[src/rtl/alaw_coder_pipe.sv]
// Two-stage pipelined A-law compressor with valid/ready backpressure.
// Stage 1 forms sign/magnitude; stage 2 segment-encodes straight into the output registers.
module alaw_coder_pipe #(
  parameter int DATA_IN_W = 15,
  parameter int EXP_W     = 3,
  parameter int MANT_W    = 5,
  parameter int SIGNED    = 0,
  parameter logic [SIGNED+EXP_W+MANT_W-1:0] XOR_MASK = '0,
  parameter int TAG_W     = 4
) (
  input  logic                               clk,
  input  logic                               rst,
  input  logic [DATA_IN_W+SIGNED-1:0]        data_in,
  input  logic [TAG_W-1:0]                   tag_in,
  input  logic                               valid_in,
  output logic                               ready_in,
  output logic [SIGNED+EXP_W+MANT_W-1:0]     data_out,
  output logic [TAG_W-1:0]                   tag_out,
  output logic                               valid_out,
  input  logic                               ready_out
);

  localparam int CODE_W = SIGNED + EXP_W + MANT_W;
  localparam int B      = DATA_IN_W - (1 << EXP_W);

  logic                 stall;
  logic                 in_sign;
  logic [DATA_IN_W-1:0] in_mag;

  logic                 s1_valid_q, s1_valid_d;
  logic                 s1_sign_q, s1_sign_d;
  logic [DATA_IN_W-1:0] s1_mag_q, s1_mag_d;
  logic [TAG_W-1:0]     s1_tag_q, s1_tag_d;

  logic                 valid_out_q, valid_out_d;
  logic [CODE_W-1:0]    data_out_q, data_out_d;
  logic [TAG_W-1:0]     tag_out_q, tag_out_d;

  logic [EXP_W-1:0]     seg_exp;
  logic [MANT_W-1:0]    seg_mant;
  logic [CODE_W-1:0]    code;

  assign stall     = valid_out_q & ~ready_out;
  assign ready_in  = ~stall;
  assign valid_out = valid_out_q;
  assign data_out  = data_out_q;
  assign tag_out   = tag_out_q;

  // The most negative input has no positive twin, so it saturates to all ones.
  generate
    if (SIGNED != 0) begin : g_signed
      logic [DATA_IN_W:0] neg;
      always_comb begin
        in_sign = data_in[DATA_IN_W];
        neg     = -data_in;
        if (!in_sign)
          in_mag = data_in[DATA_IN_W-1:0];
        else if (neg[DATA_IN_W])
          in_mag = '1;
        else
          in_mag = neg[DATA_IN_W-1:0];
      end
    end else begin : g_unsigned
      always_comb begin
        in_sign = 1'b0;
        in_mag  = data_in;
      end
    end
  endgenerate

  // Ascending scan: the last hit is the highest set bit at or above B+1.
  always_comb begin
    seg_exp  = '0;
    seg_mant = s1_mag_q[B -: MANT_W];
    for (int i = B + 1; i < DATA_IN_W; i++) begin
      if (s1_mag_q[i]) begin
        seg_exp  = EXP_W'(i - B);
        seg_mant = s1_mag_q[i - 1 -: MANT_W];
      end
    end
  end

  always_comb begin
    code = '0;
    code[EXP_W+MANT_W-1:0] = {seg_exp, seg_mant};
    if (SIGNED != 0)
      code[CODE_W-1] = s1_sign_q;
  end

  always_comb begin
    s1_valid_d  = s1_valid_q;
    s1_sign_d   = s1_sign_q;
    s1_mag_d    = s1_mag_q;
    s1_tag_d    = s1_tag_q;
    valid_out_d = valid_out_q;
    data_out_d  = data_out_q;
    tag_out_d   = tag_out_q;
    if (!stall) begin
      s1_valid_d  = valid_in;
      s1_sign_d   = in_sign;
      s1_mag_d    = in_mag;
      s1_tag_d    = tag_in;
      valid_out_d = s1_valid_q;
      data_out_d  = code ^ XOR_MASK;
      tag_out_d   = s1_tag_q;
    end
  end

  always_ff @(posedge clk) begin
    if (rst) begin
      s1_valid_q  <= 1'b0;
      s1_sign_q   <= 1'b0;
      s1_mag_q    <= '0;
      s1_tag_q    <= '0;
      valid_out_q <= 1'b0;
      data_out_q  <= '0;
      tag_out_q   <= '0;
    end else begin
      s1_valid_q  <= s1_valid_d;
      s1_sign_q   <= s1_sign_d;
      s1_mag_q    <= s1_mag_d;
      s1_tag_q    <= s1_tag_d;
      valid_out_q <= valid_out_d;
      data_out_q  <= data_out_d;
      tag_out_q   <= tag_out_d;
    end
  end

endmodule

[config.mk]
export PLATFORM = sky130hd
export DESIGN_NAME = alaw_coder_pipe
export DESIGN_NICKNAME = d
export VERILOG_FILES = /design/src/rtl/alaw_coder_pipe.sv
export SDC_FILE = /design/constraint.sdc
export NUM_CORES = 1
export LEC_CHECK = 0
export BUFFER_PORTS_ARGS = -buffer_cell sky130_fd_sc_hd__buf_4
export CAP_MARGIN = 15
export CORE_MARGIN = 3
export CORE_UTILIZATION = 51
export DETAILED_ROUTE_END_ITERATION = 7
export PLACE_DENSITY = 0.78
export SLEW_MARGIN = 5
export SYNTH_ARGS = -nofsm -noshare
export SYNTH_HDL_FRONTEND = slang
export SYNTH_SLANG_ARGS = --single-unit
[constraint.sdc]
create_clock -name clk -period 1.8 [get_ports clk]
set_clock_uncertainty 0.05 [all_clocks]
set_input_delay 0.27 -clock clk [delete_from_list [all_inputs] [get_ports clk]]
set_output_delay 0.27 -clock clk [all_outputs]
set_load 0.1 [all_outputs]
## Yosys cells after proc, flatten, opt, wreduce, memory -nomap -nowiden

Index checks and enable logic that the tools add are counted.

| storage, ports and cells | value |
|---|---|
| register bits | 33 |
| latch bits | 0 |
| RAM bits | 0 |
| memory bits (read-only) | 0 |
| output and inout port bits | 14 |
| word-level logic and storage cells | 22 |
| memories kept | 0 |

| cells by class | value |
|---|---|
| add/subtract/negate cells | 0 |
| $mul | 0 |
| div/mod/pow operators | 0 |
| magnitude comparators | 0 |
| equality and inequality tests | 0 |
| shift operators | 0 |
| mux-type cells | 13 |
| bitwise gates (word level) | 3 |
| reductions and logical operators | 0 |

Operators by type and width:

| kind | count |
|---|---|
| 5-bit 2-to-1 mux | 6 |
| 3-bit 2-to-1 mux | 6 |
| 1-bit NOT | 2 |
| 1-bit bitwise AND | 1 |
| 1-bit 2-to-1 mux | 1 |

## Logic depth before layout (Yosys ltp)

Gate-level depths: netlist of the first run.

| logic depth | value |
|---|---|
| depth after elaboration | 7 |
| mapped depth | 6 |
| depth with buffers taken out | 5 |

## Least setup slack after synthesis of the first run

OpenSTA, ideal clock, no wires.

| timing | value |
|---|---|
| kind | reg-to-reg |
| start point | register valid_out_q, in the netlist valid_out |
| end point | register data_out_q[7], in the netlist data_out[7] |
| setup time | 70 ps |
| arrival time | 2380 ps |
| path slack | -700 ps |
| stages on the path, launching flop included | 6 |
| buffers on the path | 1 |
| period minus slack after synthesis | 2500 ps |
| path through | dfxtp_1 nor2b_1 inv_1 clkbuf_1 o32ai_1 nor2_1 |

| on the way | value |
|---|---|
| word-level cells in the longest chain between the ends | 1 |

Ends and longest elaborated chain:

| what | line | text |
|---|---|---|
| start, declared | 35 | `logic valid_out_q, valid_out_d;` |
| start signal, assigned | 123 | `valid_out_q <= valid_out_d;` |
| 1-bit bitwise AND | 43 | `assign stall = valid_out_q & ~ready_out;` |
| end signal, assigned | 124 | `data_out_q <= data_out_d;` |
| end, declared | 36 | `logic [CODE_W-1:0] data_out_q, data_out_d;` |

No other way between the ends.
A chain may end at the register's enable or synchronous reset.

## Final worst setup path of the first run

| timing | value |
|---|---|
| start point | register valid_out_q, in the netlist valid_out |
| end point | output ready_in |

| on the way | value |
|---|---|
| word-level cells in the longest chain between the ends | 2 |

Ends and longest elaborated chain:

| what | line | text |
|---|---|---|
| 1-bit bitwise AND | 43 |  |
| 1-bit NOT | 44 | `assign ready_in = ~stall;` |
| end, declared | 16 | `output logic ready_in,` |

No other way between the ends.

==> run metrics, run 1 <==
nature of the critical path startpoint=flop; number of different library cells in the post-synthesis netlist=36; clock latency on the worst-skew pair=0.34 ns; core area=2540 um^2; initial antenna violation count=0; DRT Pass-1 Iters=4; fin crit share=0.925; total track usage=0.203; Worst Path Required=1.48 ns; total power=1.57 mW; Post-Synth Adder-Cell Area=0; Sum Neg Setup Slack=0 ns; vias=1353; maximum VDD drop=0.686 mV; Syn Std Cell Area=1400 um^2; CP endpoint=ready_in; vias in the first global route=1260; Max Buffers Root-to-Sink=2; die span in y=58.4 um; status=completed; I/O pins=37; Setup Viol. Count Final=0; final wirelength=3130 um; Worst Setup SP=valid_out; CP cell instances=nor2b_2 > inv_1 > buf_6; Final Hold Violating Endpoints=0; final worst path period need=1.67 ns; max frequency=0.600 GHz; mux share of post-synthesis cell area=0.0143; total CTS buffers=5; actual slew at the worst max-slew pin=0.502 ns; DIE AREA=3410 um^2; synthesized area per cell=7.92 um^2; Yosys warning count=0; commonest cells in the netlist=50 x nand2_1, 30 x dfxtp_1, 26 x a21oi_1, 10 x nor2_1, 6 x a211oi_1; Top FF cell, synth=dfxtp_1; Post-Synth Simple-Gate Area=0.222; Die W=58.4 um; area leader, netlist=dfxtp_1; CTS root buf=clkbuf_4; antenna-violating nets left=0; Final Net Count=231; Post-synth EDFFs=0; share of layout cells above drive strength 1=0.254; Slew Limit Fails=0; Iteration-0 DRC Markers=35; Residual DRC=0; Area contributors post-synth=dfxtp_1 43%, nand2_1 13%, a21oi_1 9.3%, a211oi_1 3.2%, buf_6 3.2%; RSZ-0062 raised after global routing=false; Worst slew margin=0.665; pin count of the biggest net entering global routing=31; count leader, synth=nand2_1; Worst Path Arrival=1.35 ns; worst reg2reg path depth=4; HP Class=in -> reg; combined area of the multi-input logic cells=678 um^2; Post-Synth XOR/XNOR Area=0; Yosys reg bits=30; top cell type's share of synthesized area=0.429; register area share after synthesis=0.429; R2R setup slack=0.23 ns; Layout fillers=229; via/cell ratio=5.66; Antenna diodes=0; CP endpoint kind=output pin; Post-CTS Hold Buffers=0; area added between synthesis and finish=21.1%; TritonCTS clock tree=yes; Hold Slack=0.125 ns; CP Class=reg -> out; asr flop ratio synth=0; clock slew at reported path FFs=0.10 ns; starting density of the core=0.551; global-route wire length before repair=5330 um; Port-buffer cells=33; Crit-path slowest cell=dfxtp_2; Congestion Overflow GR=0; gpl congestion=0.994; routed length per placed instance=13.1 um; largest family of logic cells by synthesized area=compound AO/OA/AOI/OAI gates; worst-path maximum fanout=9; H-tree depth=2; FF-to-FF End=data_out[0]; Cells after Synth=177; FP Rows=18; post-CTS sizing=0; Worst R2R Start=s1_mag_q[10]; Power Density=925 nW/um^2; clk sinks=30; compound-gate portion of the synthesized area=0.246; Syn Nets=200; Reg area=602 um^2; max_cap viols=0; Final HPWL DP=2220 um; Leak=0.727 nW; max incr delay on CP=0.33 ns; Setup Buffers After CTS=0
[cell usage in the layout, fill, tap and decap left out, types with 2 or more instances in the layout]
master	count
a221oi_1	2
nor2_1	10
dfxtp_1	29
o21ai_0	4
a211oi_1	6
nand2_1	50
clkbuf_4	5
o221ai_1	2
nor2b_2	2
buf_4	38
mux2i_1	2
a21oi_1	26
o21ai_1	2
nor2b_1	3
inv_1	5
[registers in the layout (all words and copies together), names as in the netlist]
name,flops
s1_valid_q,1
valid_out,1
s1_tag_q,4
tag_out,4
s1_mag_q,12
data_out,8
[metal layers]
metal	up-vias	global-route usage	routed length, um
met1	618	0.250	1340
met5	-	0	0
li1	675	-	-
met3	7	0.0746	245
met2	53	0.311	1490
met4	0	0.103	54
[power breakdown]
group | internal, mW | switching [mW] | total (mW) | leakage [nW]
sequential | 0.711 | 0.0468 | 0.757 | 0.249
clock | 0.189 | 0.231 | 0.420 | 0.0353
combinational | 0.123 | 0.270 | 0.392 | 0.443
total | 1.02 | 0.548 | 1.57 | 0.727
[worst min path at each step]
| stage | from | to | slack [ns] | depth (start not counted) |
|---|---|---|---|---|
| after floorplan | data_in[10] | s1_mag_q[10] | 0.36 | 2 |
| after global routing | data_in[13] | s1_mag_q[13] | 0.12 | 3 |
| after global placement | s1_tag_q[3] | s1_tag_q[3] | 0.39 | 2 |
| after CTS | data_in[12] | s1_mag_q[12] | 0.12 | 3 |
| final | data_in[11] | s1_mag_q[11] | 0.12 | 3 |
| after detailed placement | tag_out[3] | tag_out[3] | 0.40 | 2 |
[cell type report]
type,count,area share
Clock inverter,1,0.00295
Tap cell,30,0.0221
Clock buffer,7,0.0324
Inverter,6,0.0133
Timing Repair Buffer,39,0.175
Multi-Input combinational cell,126,0.400
Sequential cell,30,0.355
[kinds of logic after synthesis]
group / Yosys count
multiplexers: 2
AO/OA/AOI/OAI: 53
buffers and inverters: 21
flip-flops: 30
AND/OR/NAND/NOR: 71
[worst max-delay path: cells and delay by family (launching register included)]
kind	cells	cell delay [ns]
buf+inv	2	0.53
flops	1	0.33
simple gates	1	0.16
[through the flow]
step / instances / util / area [um^2] / worst slack (ns)
2_1_floorplan: 177 / - / 1410 / 0.0837
3_3_place_gp: 231 / 0.642 / 1630 / 0.314
3_5_place_dp: 231 / 0.642 / 1630 / 0.254
4_1_cts: 239 / 0.665 / 1690 / 0.0605
5_1_grt: 239 / 0.667 / 1700 / 0.0572
6_report: 239 / 0.667 / 1700 / 0.135
Note: power is estimated with default switching activity, not from simulation.
==> inputs of run 2 (changes only) <==
- CORE_MARGIN: 3 -> unset
==> run metrics, run 2 (synthesis results as in run 1) <==
max frequency=0.579 GHz (-3.6%); vias=1302 (-3.8%); commonest non-fill, non-tap cell in the layout=nand2_1; antenna-violating nets left=0 (unchanged); Worst Setup SP=valid_out; Die W=54.4 um (-6.8%); max_cap viols=0 (unchanged); TritonCTS clock tree=yes; core area=2540 um^2 (unchanged); RSZ-0062 raised after global routing=false; clock latency on the worst-skew pair=0.33 ns (about the same); total track usage=0.235 (+0.0313); DRT Pass-1 Iters=4 (unchanged); Hold Startpoint=data_in[10]; actual slew at the worst max-slew pin=0.496 ns (-0.00681 ns); Final HPWL DP=2100 um (-5.3%); Sum Neg Setup Slack=0 ns (unchanged); routed length per placed instance=12.8 um (-2.3%); Layout fillers=233 (+1.7%); Worst Path Required=1.48 ns (about the same); H-tree depth=2 (unchanged); Final Hold Violating Endpoints=0 (unchanged); Setup Viol. Count Final=0 (unchanged); share of layout cells above drive strength 1=0.255 (+0.00122); status=completed; DIE AREA=2960 um^2 (-13%); Port-buffer cells=33 (unchanged); I/O pins=37 (unchanged); CP Class=reg -> out; Setup Buffers After CTS=0 (unchanged); final worst path period need=1.73 ns (+0.0629 ns); max FFs per register=12 (unchanged); FP Rows=18 (unchanged); total CTS buffers=5 (unchanged); CP endpoint kind=output pin; starting density of the core=0.551 (unchanged); HP Class=in -> reg; commonest cells after routing, fill and taps aside=50 x nand2_1, 38 x buf_4, 28 x dfxtp_1; die span in y=54.4 um (-6.8%); vias in the first global route=1104 (-12%); Congestion Overflow GR=0 (unchanged); clk sinks=30 (unchanged); final wirelength=3040 um (-2.7%); Iteration-0 DRC Markers=34 (-2.9%); Max Buffers Root-to-Sink=2 (unchanged); Worst R2R Start=s1_mag_q[12]; R2R setup slack=0.23 ns (about the same); gpl congestion=0.845 (-15%); Power Density=929 nW/um^2 (+0.35%); Worst Path Arrival=1.41 ns (+0.06 ns); pin count of the biggest net entering global routing=31 (unchanged); placement-stage worst setup slack=0.217 ns (-0.0364 ns); area added between synthesis and finish=20.4%; Final Net Count=230 (-0.43%); via/cell ratio=5.47 (-3.4%); Slew Limit Fails=0 (unchanged); final worst slack=0.0716 ns (-0.0629 ns); Leak=0.721 nW (-0.91%); global-route wire length before repair=4820 um (-9.6%); worst-path maximum fanout=9 (unchanged); maximum VDD drop=0.688 mV (+0.25%); fin crit share=0.960 (+0.0350); Worst slew margin=0.669 (+0.00455); initial antenna violation count=0 (unchanged); Top reg by flops=s1_mag_q; nature of the critical path startpoint=flop; clock slew at reported path FFs=0.09 ns (about the same); Residual DRC=0 (unchanged); CTS root buf=clkbuf_4; Antenna diodes=0 (unchanged)
[run 2: cell count changes in the layout (fill, tap and decap cells not counted), sizes merged]
cell / previous run / this run
buf: 39 / 38
[run 2: cell type report]
type / instances / area [um^2] / area share
timing repair buffer: 38 / 285 / 0.169
multi-input combinational: 126 / 678 / 0.402
clock inverter: 1 / 5.00 / 0.00297
clock buffer: 7 / 55.1 / 0.0326
tap: 30 / 37.5 / 0.0223
sequential: 30 / 603 / 0.358
inverter: 6 / 22.5 / 0.0134
[run 2: repair_timing]
action / in CTS / in global routing
hold buffers: 0 / 0
gates resized for setup: 0 / 1
setup endpoints to repair: 0 / 1
[run 2: metrics by stage]
stage	hold WS (ns)	instances	total power, mW	area [um^2]	utilization
2_1_floorplan	0.360	177	1.07	1410	-
3_5_place_dp	0.395	230	1.16	1630	0.639
3_3_place_gp	0.389	230	1.15	1630	0.639
5_1_grt	0.113	238	1.64	1690	0.663
4_1_cts	0.124	238	1.57	1690	0.662
6_report	0.124	238	1.57	1690	0.663
[run 2: path summary, 6_finish.rpt]
path | end | cells past startpoint
hold / removal | s1_mag_q[10] | 3
setup / recovery | ready_in | 3
hold reg to reg | s1_tag_q[0] | 2
setup reg to reg | data_out[3] | 4
[run 2: layer usage]
layer | global-route usage | vias up | part of all wire
met5 | 0 | - | 0
met4 | 0.103 | 0 | 0.015
met3 | 0.0861 | 5 | 0.059
met2 | 0.350 | 46 | 0.46
met1 | 0.300 | 584 | 0.47
li1 | - | 667 | -
[run 2: report_power, final]
group	internal, mW	leakage, nW	switching (mW)
Combinational	0.121	0.436	0.268
Sequential	0.711	0.249	0.0478
Clock	0.189	0.0353	0.230
[run 2: worst max-delay path, stage by stage (launching register included)]
cell	delay, ns
dfxtp_2	0.33
nor2b_2	0.16
inv_1	0.23
buf_4	0.35
==> inputs of run 3 (changes only) <==
- PLACE_DENSITY: 0.78 -> 0.87
==> run metrics, run 3 (synthesis results as in run 1) <==
starting density of the core=0.551 (unchanged); Power Density=987 nW/um^2 (+6.2%); Layout fillers=233 (unchanged); routed length per placed instance=13.6 um (+6.1%); TritonCTS clock tree=yes; RSZ-0062 raised after global routing=false; actual slew at the worst max-slew pin=0.577 ns (+0.0812 ns); core area=2540 um^2 (unchanged); DIE AREA=2960 um^2 (unchanged); pin count of the biggest net entering global routing=31 (unchanged); final worst path period need=1.67 ns (-0.0589 ns); vias in the first global route=1159 (+5.0%); Slew Limit Fails=0 (unchanged); final wirelength=3230 um (+6.1%); Worst Path Required=2.04 ns (+0.56 ns); commonest cells after routing, fill and taps aside=50 x nand2_1, 37 x buf_4, 28 x dfxtp_1; clock latency on the worst-skew pair=0.34 ns (about the same); total track usage=0.253 (+0.0182); max FFs per register=12 (unchanged); HP Class=in -> reg; die span in y=54.4 um (unchanged); Antenna diodes=0 (unchanged); sequential power share=0.451 (-0.033); Die W=54.4 um (unchanged); internal power consumption=1.12 mW (+10%); Leak=0.723 nW (+0.29%); area added between synthesis and finish=22.5%; antenna-violating nets left=0 (unchanged); Max Buffers Root-to-Sink=2 (unchanged); maximum VDD drop=0.897 mV (+30%); Placed Cells=229 (-0.43%); Post-CTS Hold Buffers=0 (unchanged); Final HPWL DP=2270 um (+8.2%); FP Rows=18 (unchanged); CP cell instances=nor2_4 > o21ai_1 > a2111oi_0 > o221a_1; share of layout cells above drive strength 1=0.264 (+0.00962); combinational power share=0.229 (-0.019); clk sinks=30 (unchanged); I/O pins=37 (unchanged); Congestion Overflow GR=0 (unchanged); Residual DRC=0 (unchanged); Port-buffer cells=33 (unchanged); clock slew at reported path FFs=0.11 ns (+0.02 ns); CTS root buf=clkbuf_4; global-route wire length before repair=5240 um (+8.6%); Setup Viol. Count Final=0 (unchanged); Clk pwr share=0.320 (+0.053); H-tree depth=2 (unchanged); initial antenna violation count=0 (unchanged); total CTS buffers=5 (unchanged); switching share of power=0.337 (-0.0116); fin cells=238 (unchanged); nature of the critical path startpoint=flop; gpl congestion=0.830 (-1.8%); max_cap viols=0 (unchanged); worst-path maximum fanout=10 (+1); Iteration-0 DRC Markers=19 (-44%); Final Hold Violating Endpoints=0 (unchanged); CP bufs+invs=0 (-2); Worst Path Arrival=1.91 ns (+0.50 ns); Worst slew margin=0.605 (-0.0636); via/cell ratio=5.54 (+1.2%); Sum Neg Setup Slack=0 ns (unchanged); max frequency=0.599 GHz (+3.5%); Crit-path slowest cell=a2111oi_0; status=completed; CP delay by family, top=compound AO/OA/AOI/OAI gates; Final Net Count=230 (unchanged); CP endpoint kind=flop; commonest non-fill, non-tap cell in the layout=nand2_1; fin crit share=0.928 (-0.0327); vias=1318 (+1.2%); Top reg by flops=s1_mag_q; Switch Pwr=571 uW (+4.5%); max incr delay on CP=0.56 ns (+0.21 ns); DRT Pass-1 Iters=4 (unchanged); CP Class=reg -> reg
run 3: cell types whose count changed in the layout (fill, tap and decap cells not counted):
cell / before / now
bufinv_16: 0 / 1
clkbuf_8: 1 / 0
clkinv_2: 1 / 0
buf_6: 0 / 1
clkinvlp_4: 0 / 3
inv_1: 5 / 4
buf_4: 38 / 37
clkbuf_1: 1 / 0
run 3: worst paths after layout:
path	cells past startpoint	end	slack, ns	start
hold / removal	3	s1_valid_q	0.12	valid_in
hold reg to reg	2	s1_mag_q[3]	0.41	s1_mag_q[3]
setup / recovery	4	data_out[2]	0.13	s1_mag_q[14]
setup reg to reg	4	data_out[2]	0.13	s1_mag_q[14]
run 3: worst reg2reg max path, delay by kind of cell, from the launching register on:
family,cells,cell delay [ns]
simple gates,1,0.19
compound gates,3,0.93
flops,1,0.45
run 3: per-layer routing:
metal / wire length [um] / part of all wire / up-vias / GRT usage
li1: - / - / 667 / -
met1: 1440 / 0.44 / 621 / 0.328
met2: 1620 / 0.50 / 28 / 0.400
met3: 151 / 0.047 / 2 / 0.0833
met4: 19 / 0.0059 / 0 / 0.0641
met5: 0 / 0 / - / 0
run 3: through the flow:
stage | worst slack, ns | utilization | total power, mW | hold WS [ns] | cell area [um^2]
finish | 0.130 | 0.675 | 1.69 | 0.124 | 1720
global route | 0.0188 | 0.675 | 1.77 | 0.106 | 1720
CTS | 0.0329 | 0.670 | 1.70 | 0.114 | 1700
detailed placement | 0.158 | 0.636 | 1.16 | 0.401 | 1620
global placement | 0.176 | 0.636 | 1.15 | 0.388 | 1620
floorplan | 0.0837 | - | 1.07 | 0.360 | 1410
run 3: timing repair:
action	in CTS	in global routing
setup buffers	0	1
resized for setup	1	2
endpoints found under the setup margin	1	3
endpoints found under the hold margin	0	0
run 3: power by group through the flow:
stage	clock network (mW)	logic, mW	registers [mW]
global placement	0	0.377	0.775
CTS	0.553	0.386	0.763
finish	0.543	0.387	0.764
floorplan	0	0.154	0.918
detailed placement	0	0.385	0.778
global route	0.585	0.413	0.772
run 3: layout make-up:
cell class | count | area, um^2 | share of cell area
Clock buffer | 5 | 37.5 | 0.0219
Clock inverter | 3 | 45.0 | 0.0262
Inverter | 6 | 26.3 | 0.0153
Multi-Input combinational cell | 126 | 678 | 0.395
Sequential cell | 30 | 603 | 0.351
Tap cell | 30 | 37.5 | 0.0219
Timing Repair Buffer | 38 | 289 | 0.168
